==> src/rtl/song_sequencer.sv <==
// song_sequencer: fetches a song of 4-bit note codes from an external
// registered ROM (1-cycle latency), keeps a 16-note look-ahead window,
// advances it one note per tempo beat and judges the player's pitch
// against the current note.
//
// Ports:
//   vclock, reset_n        clock (rising edge), async active-low reset
//   start, pause, tempo    song control; tempo is latched on start
//   rom_addr / rom_data    song ROM interface (4'hF = end of song)
//   detected_note/_valid   pitch-detector input
//   next_notes             window, [3:0] = current note
//   beat                   one-cycle pulse on each window advance
//   playing_correct, score judging results
//   busy, song_done        sequencer status
//
// Optional feature macro: SEQ_LOOP_EN -- when defined, an end-of-song code
// seen while running wraps the song back to address 0 instead of draining.
module song_sequencer #(
  parameter int          ADDR_WIDTH    = 8,
  parameter logic [25:0] TEMPO_DEFAULT = 26'd32_500_000,
  parameter logic [15:0] MATCH_HOLD    = 16'd1024,
  parameter int          SCORE_WIDTH   = 16
) (
  input  logic                   vclock,
  input  logic                   reset_n,
  input  logic                   start,
  input  logic                   pause,
  input  logic [25:0]            tempo,
  output logic [ADDR_WIDTH-1:0]  rom_addr,
  input  logic [3:0]             rom_data,
  input  logic [3:0]             detected_note,
  input  logic                   detected_valid,
  output logic [63:0]            next_notes,
  output logic                   beat,
  output logic                   playing_correct,
  output logic [SCORE_WIDTH-1:0] score,
  output logic                   busy,
  output logic                   song_done
);

  typedef enum logic [2:0] {S_IDLE, S_PRELOAD, S_RUN, S_DRAIN, S_DONE} state_t;

  localparam logic [ADDR_WIDTH-1:0]  PTR_ONE   = ADDR_WIDTH'(1);
  localparam logic [SCORE_WIDTH-1:0] SCORE_ONE = SCORE_WIDTH'(1);
  localparam logic [3:0]             EOS_CODE  = 4'hF;

  state_t                 state_q, state_d;
  logic [15:0][3:0]       win_q, win_d;
  logic [ADDR_WIDTH-1:0]  ptr_q, ptr_d;
  logic                   eos_q, eos_d;
  logic [25:0]            tempo_q, tempo_d;
  logic [25:0]            cnt_q, cnt_d;
  logic [3:0]             pf_q, pf_d;
  logic                   pf_wait_q, pf_wait_d;
  logic [4:0]             pre_cnt_q, pre_cnt_d;
  logic [15:0]            hold_q, hold_d;
  logic                   pc_q, pc_d;
  logic [SCORE_WIDTH-1:0] score_q, score_d;
  logic                   beat_q, beat_d;
  logic                   match;

  assign match = detected_valid && (detected_note == win_q[0]) && (win_q[0] != 4'h0);

  always_comb begin
    state_d   = state_q;
    win_d     = win_q;
    ptr_d     = ptr_q;
    eos_d     = eos_q;
    tempo_d   = tempo_q;
    cnt_d     = cnt_q;
    pf_d      = pf_q;
    pf_wait_d = 1'b0;
    pre_cnt_d = pre_cnt_q;
    hold_d    = hold_q;
    score_d   = score_q;
    beat_d    = 1'b0;

    case (state_q)
      S_PRELOAD: begin
        // rom_addr follows ptr; data for the address issued in the previous
        // preload cycle lands in the slot one behind the cycle counter.
        pre_cnt_d = pre_cnt_q + 5'd1;
        if (pre_cnt_q < 5'd16) begin
          ptr_d = ptr_q + PTR_ONE;
        end
        if (pre_cnt_q != 5'd0) begin
          if (rom_data == EOS_CODE) begin
            // Remaining slots are already zero from the start clear.
            eos_d     = 1'b1;
            ptr_d     = ptr_q;
            state_d   = S_RUN;
            pf_wait_d = 1'b1;
          end else begin
            win_d[pre_cnt_q[3:0] - 4'd1] = rom_data;
          end
        end
        if (pre_cnt_q == 5'd16) begin
          state_d   = S_RUN;
          pf_wait_d = 1'b1;
        end
      end

      S_RUN, S_DRAIN: begin
        if (!pause) begin
          if (cnt_q == tempo_q - 26'd1) begin
            cnt_d  = '0;
            beat_d = 1'b1;
          end else begin
            cnt_d = cnt_q + 26'd1;
          end
        end

        // rom_data reflects ptr once the cycle after a ptr change has
        // passed; the end-of-song code is caught here so it never enters pf.
        if (!eos_q && !pf_wait_q) begin
          if ((rom_data == EOS_CODE) || (ptr_q == '1)) begin
`ifdef SEQ_LOOP_EN
            ptr_d     = '0;
            pf_wait_d = 1'b1;
`else
            eos_d = 1'b1;
`endif
          end else begin
            pf_d = rom_data;
          end
        end

        if (beat_d) begin
          win_d = {(eos_q ? 4'h0 : pf_q), win_q[15:1]};
          if (!eos_q) begin
            ptr_d     = ptr_q + PTR_ONE;
            pf_wait_d = 1'b1;
          end
        end

        if (beat_d && eos_q && (win_d == '0)) begin
          state_d = S_DONE;
        end else if ((state_q == S_RUN) && eos_q) begin
          state_d = S_DRAIN;
        end
      end

      default: ;
    endcase

    // Hold counter restarts on each new note so a note must be held anew.
    if (beat_d || !match) begin
      hold_d = '0;
    end else if (hold_q != MATCH_HOLD) begin
      hold_d = hold_q + 16'd1;
    end
    pc_d = (hold_q == MATCH_HOLD);

    if (beat_d && pc_q && (score_q != '1)) begin
      score_d = score_q + SCORE_ONE;
    end

    // Restart overrides everything computed above, including a coincident beat.
    if (start) begin
      state_d   = S_PRELOAD;
      win_d     = '0;
      score_d   = '0;
      eos_d     = 1'b0;
      ptr_d     = '0;
      cnt_d     = '0;
      pre_cnt_d = '0;
      beat_d    = 1'b0;
      pf_d      = '0;
      pf_wait_d = 1'b0;
      hold_d    = '0;
      if (tempo == 26'd0) begin
        tempo_d = TEMPO_DEFAULT;
      end else if (tempo < 26'd4) begin
        tempo_d = 26'd4;
      end else begin
        tempo_d = tempo;
      end
    end
  end

  always_ff @(posedge vclock or negedge reset_n) begin
    if (!reset_n) begin
      state_q   <= S_IDLE;
      win_q     <= '0;
      ptr_q     <= '0;
      eos_q     <= 1'b0;
      tempo_q   <= TEMPO_DEFAULT;
      cnt_q     <= '0;
      pf_q      <= '0;
      pf_wait_q <= 1'b0;
      pre_cnt_q <= '0;
      hold_q    <= '0;
      pc_q      <= 1'b0;
      score_q   <= '0;
      beat_q    <= 1'b0;
    end else begin
      state_q   <= state_d;
      win_q     <= win_d;
      ptr_q     <= ptr_d;
      eos_q     <= eos_d;
      tempo_q   <= tempo_d;
      cnt_q     <= cnt_d;
      pf_q      <= pf_d;
      pf_wait_q <= pf_wait_d;
      pre_cnt_q <= pre_cnt_d;
      hold_q    <= hold_d;
      pc_q      <= pc_d;
      score_q   <= score_d;
      beat_q    <= beat_d;
    end
  end

  assign rom_addr        = ptr_q;
  assign next_notes      = win_q;
  assign beat            = beat_q;
  assign playing_correct = pc_q;
  assign score           = score_q;
  assign busy            = (state_q == S_PRELOAD) || (state_q == S_RUN) || (state_q == S_DRAIN);
  assign song_done       = (state_q == S_DONE);

endmodule
==> config.mk <==
export PLATFORM = sky130hd
export DESIGN_NAME = song_sequencer
export DESIGN_NICKNAME = d
export VERILOG_FILES = /design/src/rtl/song_sequencer.sv
export SDC_FILE = /design/constraint.sdc
export NUM_CORES = 1
export LEC_CHECK = 0
export CORE_ASPECT_RATIO = 0.8
export CORE_MARGIN = 8
export CORE_UTILIZATION = 29
export DETAILED_ROUTE_END_ITERATION = 12
export HOLD_SLACK_MARGIN = 0.08
export SYNTH_ARGS = -nofsm -noshare
export SYNTH_HDL_FRONTEND = slang
export SYNTH_SLANG_ARGS = --single-unit
==> constraint.sdc <==
create_clock -name vclock -period 6.05 [get_ports vclock]
set_clock_uncertainty 0.15 [all_clocks]
set_input_delay 1.815 -clock vclock [delete_from_list [all_inputs] [get_ports vclock]]
set_output_delay 1.815 -clock vclock [all_outputs]
set_load 0.05 [all_outputs]
==> impl_metrics.json <==
{
  "core_um2": 33700,
  "tns_ns": 0,
  "worstRegToRegCells": 10,
  "final_max_slew_viol_count": 0,
  "setup-violations-final": 0,
  "wire_per_inst_um": 19.1,
  "path_max_fanout": 24,
  "vias_per_cell": 5.51,
  "synth_area_um2": 9940,
  "first_pass_iters": 5,
  "arrival_ns": 5.01,
  "place_congestion": 0.855,
  "final_common_cell": "dfrtp_1",
  "drc": 0,
  "rrSetupSlack_ns": 1.24,
  "yosysWarnings": 0,
  "dpl_cell_area_um2": 11700,
  "drt-initial-drc-count": 938,
  "h-tree-depth": 4,
  "synth_seq_area_share_pct": 43.5,
  "rsz0062_at_grt": "no",
  "grt_pass1_vias": 8686,
  "async_reset_ff_share_pct": 100,
  "clock_path_buffers": 2,
  "ys_seq_elements": 172,
  "synth.mux.area_fraction_pct": 4.34,
  "portBuffers": 130,
  "endpoint_kind": "flop",
  "startpoint": "tempo_q[0]$_DFFE_PN0P_",
  "gr-total-overflow": 0,
  "final_nets": 1248,
  "syn_nets": 1144,
  "synth-xor-area-share_pct": 4.91,
  "drive_gt1_share_pct": 8.26,
  "timing.rr.end": "score[15]$_DFFE_PN0P_",
  "root_buffer": "clkbuf_16",
  "yosysTopAreaCellShare_pct": 39.8,
  "p_comb_share_pct": 37.2,
  "ant_nets": 0,
  "swShare_pct": 41.6,
  "num_rows": 60,
  "antenna_cells": 0,
  "clk_latency_ns": 0.44,
  "cts_setup_buffers": 0,
  "cap_violations": 0,
  "worstSetupPathType": "flop to flop",
  "tightest_slew_ns": 1.02,
  "synth-adder-area-share_pct": 1.51,
  "post-route-min-period_ns": 4.81,
  "min_path_type": "flop to flop",
  "ir_drop_v": 0.000201,
  "pwr-share-clk_pct": 28.1,
  "tritoncts": "built",
  "path_clk_slew_ns": 0.07,
  "numCtsBuffers": 17,
  "ys_types": 69,
  "p_leak_uw": 0.00471,
  "die_height_um": 182,
  "postCtsHoldBufs": 0,
  "cp-start-kind": "flop",
  "min_from": "cnt_q[18]$_DFFE_PN0P_",
  "final_cell_mix": "dfrtp_1 (158), clkdlybuf4s50_1 (128), a21oi_1 (92)",
  "cts.sinks": 172,
  "area_growth_pct": 24.2,
  "post_cts_resized": 0,
  "grt_use_total_pct": 15.2,
  "critPathCapture": "score[15]$_DFFE_PN0P_",
  "finalWorstSetupSlack_ns": 1.24,
  "synth-edff-count": 0,
  "p_int_uw": 2680,
  "syn_inst": 1093,
  "synth_ff_type": "dfrtp_1",
  "io_pins": 131,
  "syn_avg_cell_area_um2": 9.09,
  "via_count": 9057,
  "fmax_ghz": 0.208,
  "grt_pass1_wl_um": 49900,
  "synth_top_family_by_area": "simple AND/OR/NAND/NOR gates",
  "dpl.hpwl_um": 22600,
  "grt_max_degree": 99,
  "initial_core_util_pct": 29.5,
  "dieArea_um2": 40500,
  "place_ws_ns": 1.18,
  "totalWireLength_um": 31400,
  "status": "finished clean",
  "timing.final.crit_share_pct": 79.5,
  "synthTopCellsByArea": "dfrtp_1 (40%), a21oi_1 (4.7%), dfstp_2 (3.7%), nand2_1 (3.1%), nor2_1 (3.1%)",
  "yosysTopAreaCell": "dfrtp_1",
  "final_util_pct": 36.6,
  "hold_viol_final": 0,
  "fin_area_um2": 12300,
  "antenna_found_initial": 0,
  "pwr-share-seq_pct": 34.8,
  "die_width_um": 223,
  "synth_compound_area_share_pct": 19.9,
  "reg2reg_from": "tempo_q[0]$_DFFE_PN0P_",
  "synth_simple_gate_area_share_pct": 20.8,
  "slew-limit-headroom_pct": 31.9,
  "p_sw_uw": 1910,
  "p_per_area_nw_per_um2": 372,
  "required_ns": 6.26
}
==> sequential cells by signal, summed over array words and instances, names as in the netlist, 3 cells and up <==
register    cells
pf_q            4
rom_addr        8
next_notes     64
score          16
tempo_q        26
cnt_q          26
state_q         3
pre_cnt_q       5
hold_q         16
==> metrics by stage <==
stage               cells  power (uW)  hold WS [ns]
floorplan            1093        2650         0.332
global placement     1612        3290         0.362
detailed placement   1612        3310         0.364
CTS                  1644        4600         0.379
global route         1644        4800         0.405
finish               1644        4580         0.374
==> power groups by stage <==
stage	Clock, uW	Sequential (uW)	Combinational, uW
2_1_floorplan	0	2030	621
3_3_place_gp	0	1610	1690
3_5_place_dp	0	1610	1700
4_1_cts	1310	1590	1700
5_1_grt	1360	1620	1820
6_report	1290	1590	1700
==> critical path: stages (launching register included) <==
cell and delay, ns:
dfrtp_1 0.42, inv_1 0.09, ha_1 0.20, nor3b_1 0.60
nand2_1 0.35, nor4_1 0.46, o221ai_1 0.16, nor4_1 0.48
nand4_1 0.91, or4_1 0.72, a21oi_1 0.16
==> routing by layer <==
layer / vias to the layer above / routed length, um / track usage, %
li1: 4260 / - / -
met1: 4444 / 14900 / 21.5
met2: 311 / 13600 / 22.4
met3: 42 / 2250 / 4.01
met4: 0 / 663 / 4.87
met5: - / 0 / 0
==> cell type report <==
type	instances	area [um2]
flip-flops and latches	172	4320
inverters	59	221
clock inverters	13	225
clock buffers	19	453
multi-input cells	802	5150
well taps	434	543
fillers	3385	21400
repair buffers	145	1430
==> logic make-up (layout without fill, tap and decap cells) <==
family,after synthesis,count (layout)
AND/OR/NAND/NOR,393,393
flip-flops,172,172
multiplexers,40,40
adder cells (fa/ha/maj),12,12
XOR/XNOR,54,54
AO/OA/AOI/OAI,303,303
buffers and inverters,119,236
==> synth_stat cells (22+ instances only) <==
cell,n
o21ai_0,34
clkbuf_1,39
a21oi_1,93
a31oi_1,26
nand4_1,26
inv_1,59
xnor2_1,31
xor2_1,22
or3_1,23
nand2_1,83
dfrtp_1,158
nor2_1,83
nor4_1,35
nand3_1,31
mux2_2,25
o22ai_1,34
==> worst min-delay path by stage <==
stage	end	slack, ns	depth (start not counted)
after floorplan	pf_q[3]$_DFFE_PN0P_	0.33	2
after global placement	cnt_q[18]$_DFFE_PN0P_	0.36	1
after detailed placement	cnt_q[18]$_DFFE_PN0P_	0.36	1
after CTS	cnt_q[18]$_DFFE_PN0P_	0.38	1
after global routing	pf_q[1]$_DFFE_PN0P_	0.40	2
final	cnt_q[18]$_DFFE_PN0P_	0.37	1
(Power assumes the default switching activity.)
